[src/rtl/kuuga_trace_buffer.sv]
// Trace record capture FIFO with 32-bit beat serialiser and saturating drop statistics.
// Records are accepted only when a slot is free at the start of the cycle.
module kuuga_trace_buffer #(
    parameter int unsigned TRACE_WIDTH = 96,
    parameter int unsigned DEPTH       = 16,
    parameter int unsigned DROP_W      = 16
) (
    input  logic                     clk,
    input  logic                     rst_n,
    input  logic                     enable,
    input  logic                     trace_valid,
    input  logic [TRACE_WIDTH-1:0]   trace_data,
    output logic [31:0]              m_data,
    output logic                     m_valid,
    input  logic                     m_ready,
    output logic                     m_last,
    output logic [$clog2(DEPTH):0]   level,
    output logic                     overflow,
    output logic [DROP_W-1:0]        drop_count,
    input  logic                     clear_stats
);

    localparam int unsigned WORDS = TRACE_WIDTH / 32;
    localparam int unsigned IW    = (WORDS > 1) ? $clog2(WORDS) : 1;
    localparam int unsigned PW    = $clog2(DEPTH);
    localparam int unsigned LW    = PW + 1;

    typedef enum logic {StIdle, StSend} state_e;

    state_e                 state_q, state_d;
    logic [TRACE_WIDTH-1:0] mem [DEPTH];
    logic [TRACE_WIDTH-1:0] head;
    logic [PW-1:0]          wr_ptr_q, rd_ptr_q;
    logic [LW-1:0]          level_q, level_d;
    logic [IW-1:0]          idx_q, idx_d;
    logic                   overflow_q;
    logic [DROP_W-1:0]      drop_q;
    logic                   push, full, do_write, drop, hs, last_beat, pop;

    assign push      = enable & trace_valid;
    // Fullness is judged on the start-of-cycle level, so a same-cycle pop never makes room.
    assign full      = (level_q == LW'(DEPTH));
    assign do_write  = push & ~full;
    assign drop      = push & full;
    assign last_beat = (idx_q == IW'(WORDS - 1));
    assign hs        = (state_q == StSend) & m_ready;
    assign pop       = hs & last_beat;
    assign head      = mem[rd_ptr_q];

    assign level      = level_q;
    assign overflow   = overflow_q;
    assign drop_count = drop_q;

    always_comb begin
        level_d = level_q;
        if (do_write && !pop) begin
            level_d = level_q + LW'(1);
        end else if (!do_write && pop) begin
            level_d = level_q - LW'(1);
        end
    end

    always_comb begin
        idx_d = idx_q;
        if (state_q == StIdle) begin
            idx_d = '0;
        end else if (hs) begin
            idx_d = last_beat ? '0 : idx_q + IW'(1);
        end
    end

    always_ff @(posedge clk) begin
        if (do_write) begin
            mem[wr_ptr_q] <= trace_data;
        end
    end

    always_ff @(posedge clk or negedge rst_n) begin
        if (!rst_n) begin
            wr_ptr_q <= '0;
            rd_ptr_q <= '0;
            level_q  <= '0;
            idx_q    <= '0;
        end else begin
            if (do_write) begin
                wr_ptr_q <= wr_ptr_q + PW'(1);
            end
            if (pop) begin
                rd_ptr_q <= rd_ptr_q + PW'(1);
            end
            level_q <= level_d;
            idx_q   <= idx_d;
        end
    end

    always_ff @(posedge clk or negedge rst_n) begin
        if (!rst_n) begin
            overflow_q <= 1'b0;
            drop_q     <= '0;
        end else if (drop) begin
            // A drop coinciding with a clear restarts the count at one.
            overflow_q <= 1'b1;
            if (clear_stats) begin
                drop_q <= DROP_W'(1);
            end else if (drop_q != '1) begin
                drop_q <= drop_q + DROP_W'(1);
            end
        end else if (clear_stats) begin
            overflow_q <= 1'b0;
            drop_q     <= '0;
        end
    end

    always_ff @(posedge clk or negedge rst_n) begin
        if (!rst_n) begin
            state_q <= StIdle;
        end else begin
            state_q <= state_d;
        end
    end

    always_comb begin
        state_d = state_q;
        unique case (state_q)
            StIdle: if (level_q != '0) state_d = StSend;
            StSend: if (pop && level_d == '0) state_d = StIdle;
            default: state_d = StIdle;
        endcase
    end

    always_comb begin
        m_valid = 1'b0;
        m_last  = 1'b0;
        m_data  = '0;
        if (state_q == StSend) begin
            m_valid = 1'b1;
            m_last  = last_beat;
            m_data  = head[int'(idx_q) * 32 +: 32];
        end
    end

endmodule

[config.mk]
export PLATFORM = sky130hd
export DESIGN_NAME = kuuga_trace_buffer
export DESIGN_NICKNAME = d
export VERILOG_FILES = /design/src/rtl/kuuga_trace_buffer.sv
export SDC_FILE = /design/constraint.sdc
export NUM_CORES = 2
export LEC_CHECK = 0
export CAP_MARGIN = 20
export CORE_MARGIN = 4
export CORE_UTILIZATION = 55
export DETAILED_ROUTE_END_ITERATION = 10
export HOLD_SLACK_MARGIN = 0.02
export PLACE_DENSITY = 0.81
export SLEW_MARGIN = 15
export SYNTH_ARGS = -nofsm -noshare
export SYNTH_HDL_FRONTEND = slang
export SYNTH_SLANG_ARGS = --single-unit
[constraint.sdc]
create_clock -name clk -period 10.4 [get_ports clk]
set_input_delay 2.08 -clock clk [delete_from_list [all_inputs] [get_ports clk]]
set_output_delay 2.08 -clock clk [all_outputs]
set_load 0.02 [all_outputs]
==> results.md <==
* Status: finished clean
* Synth Area in Compound Gates at 0.0144
* CTS Sinks at 1569
* FFs w/ async S/R, synth at 0.0210
* Global-route wire length before repair at 224 mm
* Layout area overhead at 13.4%
* DRT Pass-1 Iters at 6
* Crit start category: register
* Unrepaired setup endpoints after global routing: no
* Via Count at 29500
* Synth warn at 0
* Post-CTS setup buffers at 0
* Post-CTS sizing at 0
* Least-Margin Pin Slew at 1.12 ns
* WS Path Type: register to output pin
* Max Slew Vio Count at 0
* Worst VDD drop at 0.347 mV
* Clock latency on the worst-skew pair at 0.76 ns
* Synthesized flop and latch total at 1569
* Seq/Total Area, Yosys at 0.780
* Largest family of logic cells by synthesized area: multiplexers
* Final-stage net count at 2807
* Largest net degree at the start of global routing at 144
* Pleak at 21.3 nW
* Row Count at 121
* Number of buffers created by CTS at 151
* Core area at 109000 µm²
* CP Data Arrival Time at 5.07 ns
* Number of global-route vias before repair at 30000
* Mean Syn Cell Area at 24.4 µm²
* CP max FO at 82
* Minimum clock period at 7.15 ns
* Port Buf Inserts at 157
* Layout cells sized above 1 at 0.269
* DP HPWL at 74.9 mm
* Chip Width at 339 µm
* Most used DFF post-synth: edfxtp_1
* Hold crit path type: register to register
* Tcrit/Tclk final at 0.688
* Yosys cell types at 54
* Initial Util at 0.554
* Die area at 115000 µm²
* Design Area, Final at 68300 µm²
* First DRT Iteration DRCs at 4826
* Final Hold Viols at 0
* H-tree Lvls at 4
* Final TNS setup at 0 ns
* Final WL at 159 mm
* Fmax at 140 MHz
* XOR/XNOR Fraction of Synth Area at 0.00320
* CP required at 8.32 ns
* Residual DRC count at 0
* Total grt overflow at 0
* Synthesized Nets at 2577
* Synth Cell Area at 60200 µm²
* Post-Synth Simple-Gate Area at 0.0110
* I/O pins at 158
* GPL Wtd Cong at 0.793
* Worst setup EP type: output pin
* Clock transition at path regs at 0.06 ns
* Gate Count Post-Synth at 2467
* Filler Cells Inserted at 6709
* Initial antenna violation count at 15
* Layout Skew at 0.0301 ns
* Max Root-Sink Buffers at 3
* Chip height at 339 µm
* Post-synth EDFFs at 1536
* Setup violators final at 0
* Core Util, Final at 0.628
* Vias per inst at 6.97
* Max Cap Viol at 0
* Wire length per cell at 37.6 µm
* Mux cell area share after synthesis at 0.178
* PD cells at 269 nW/µm²
* Hold Buf Count CTS at 0
* Clk root buf: clkbuf_16
* CTS tree: yes
* Final ANT Viol Nets at 0
* Placed cell area at 63400 µm²
* Rel. slew slack at 0.251
* Adder-Cell Fraction of Synth Area at 0.00166
* Total Routing Usage GR at 0.273
-- critical path, cell delays in order (launching register included) --
cell and delay, ns:
dfrtp_4 0.94, buf_12 0.56, mux4_2 0.60, o21ai_0 0.45, nor2_2 0.06, buf_4 0.30, a32o_1 0.43, a21o_1 0.28
clkdlybuf4s50_1 0.60
-- layout make-up --
class | instances | area (µm²) | share of cell area
multi-input combinational | 753 | 12600 | 0.184
antenna | 7 | 17.5 | 0.000256
clock inverter | 81 | 782 | 0.0115
inverter | 15 | 61.3 | 0.000898
tap | 1414 | 1770 | 0.0259
timing repair buffer | 207 | 2070 | 0.0303
sequential | 1569 | 47000 | 0.688
clock buffer | 189 | 4050 | 0.0593
-- report_power, final --
part | internal, W | leakage (nW) | switching, W
sequential | 0.00730 | 14.3 | 0.000271
combinational | 0.00246 | 4.67 | 0.00289
clock | 0.00309 | 2.35 | 0.00237
-- routing by layer --
layer | up-vias | GRT usage | routed length, µm
li1 | 11200 | - | -
met1 | 15400 | 0.365 | 52900
met2 | 2577 | 0.445 | 81100
met3 | 401 | 0.0683 | 19200
met4 | 12 | 0.0973 | 6090
met5 | - | 0 | 78
-- cell usage in the layout (no fill, tap or decap), types with 8 or more instances in the layout --
| cell type | instances |
|---|---|
| ha_1 | 8 |
| clkdlybuf4s50_1 | 157 |
| a221oi_1 | 8 |
| inv_1 | 14 |
| nor2_1 | 25 |
| clkbuf_1 | 32 |
| mux2i_1 | 22 |
| a211oi_1 | 9 |
| dfrtp_1 | 28 |
| nand2_1 | 25 |
| xnor2_1 | 18 |
| clkinv_2 | 28 |
| mux4_2 | 464 |
| a21o_1 | 25 |
| nand3_1 | 14 |
| buf_4 | 42 |
| edfxtp_1 | 1536 |
| and2_4 | 12 |
| a32o_1 | 25 |
| bufinv_16 | 13 |
| clkbuf_16 | 157 |
| clkinv_1 | 24 |
| o21ai_0 | 16 |
-- per-stage QoR --
stage               hold WS (ns)  worst slack, ns  total power, W  std cells
detailed placement         0.544             4.08          0.0128       3956
floorplan                  0.528             4.97          0.0110       2467
global placement           0.510             4.05          0.0126       3955
CTS                        0.552             3.18          0.0183       4226
finish                     0.540             3.25          0.0184       4235
global route               0.612             3.01          0.0189       4232
-- synth_stat cells (all sizes together) (2+ instances only) --
master,count,share of area
mux4,464,0.17
nor3,5,0.00042
nor2b,5,0.00052
a32oi,2,0.00029
ha,8,0.0017
a211oi,9,0.0011
mux2,3,0.00056
nand2,25,0.0016
a211o,4,0.00058
a221oi,8,0.0012
inv,14,0.00087
nand3,14,0.0012
a32o,25,0.0042
and2,15,0.0016
dfrtp,33,0.014
and3,4,0.00042
buf,68,0.0072
and4,5,0.00073
a21o,25,0.0031
clkbuf,62,0.0039
o2111ai,4,0.00058
xor2,4,0.00058
nor3b,6,0.00075
nor4b,2,0.00029
a21oi,5,0.00042
nand4,5,0.00052
xnor2,18,0.0026
o21ai,18,0.0015
nor2,26,0.0016
a31oi,2,0.00021
a22oi,3,0.00037
nor4,3,0.00042
edfxtp,1536,0.77
o31ai,2,0.00025
mux2i,22,0.0037
-- state kept, by name (all words and copies together), names as in the netlist --
name / flops
mem: 1536
drop_count: 16
level: 5
rd_ptr_q: 4
wr_ptr_q: 4
idx_q: 2
overflow: 1
state_q: 1
-- kinds of logic after synthesis --
| logic type | after synthesis |
|---|---|
| AND/OR/NAND/NOR | 122 |
| buffers and inverters | 145 |
| AO/OA/AOI/OAI | 112 |
| multiplexers | 489 |
| XOR/XNOR | 22 |
| adder cells (fa/ha/maj) | 8 |
| flip-flops | 1569 |
-- path summary, 6_finish.rpt --
kind                                   from             end  slack [ns]  cells after the start
worst min-delay path               overflow        overflow        0.54                      2
worst max register to register     level[0]     mem[12][49]        6.00                      7
max in group asynchronous             rst_n     rd_ptr_q[0]        8.27                      2
worst max-delay path            rd_ptr_q[0]      m_data[12]        3.25                      8
min in group asynchronous             rst_n  drop_count[11]        1.75                      2
worst min register to register     overflow        overflow        0.54                      2
Power figures use the tool's default switching activity.
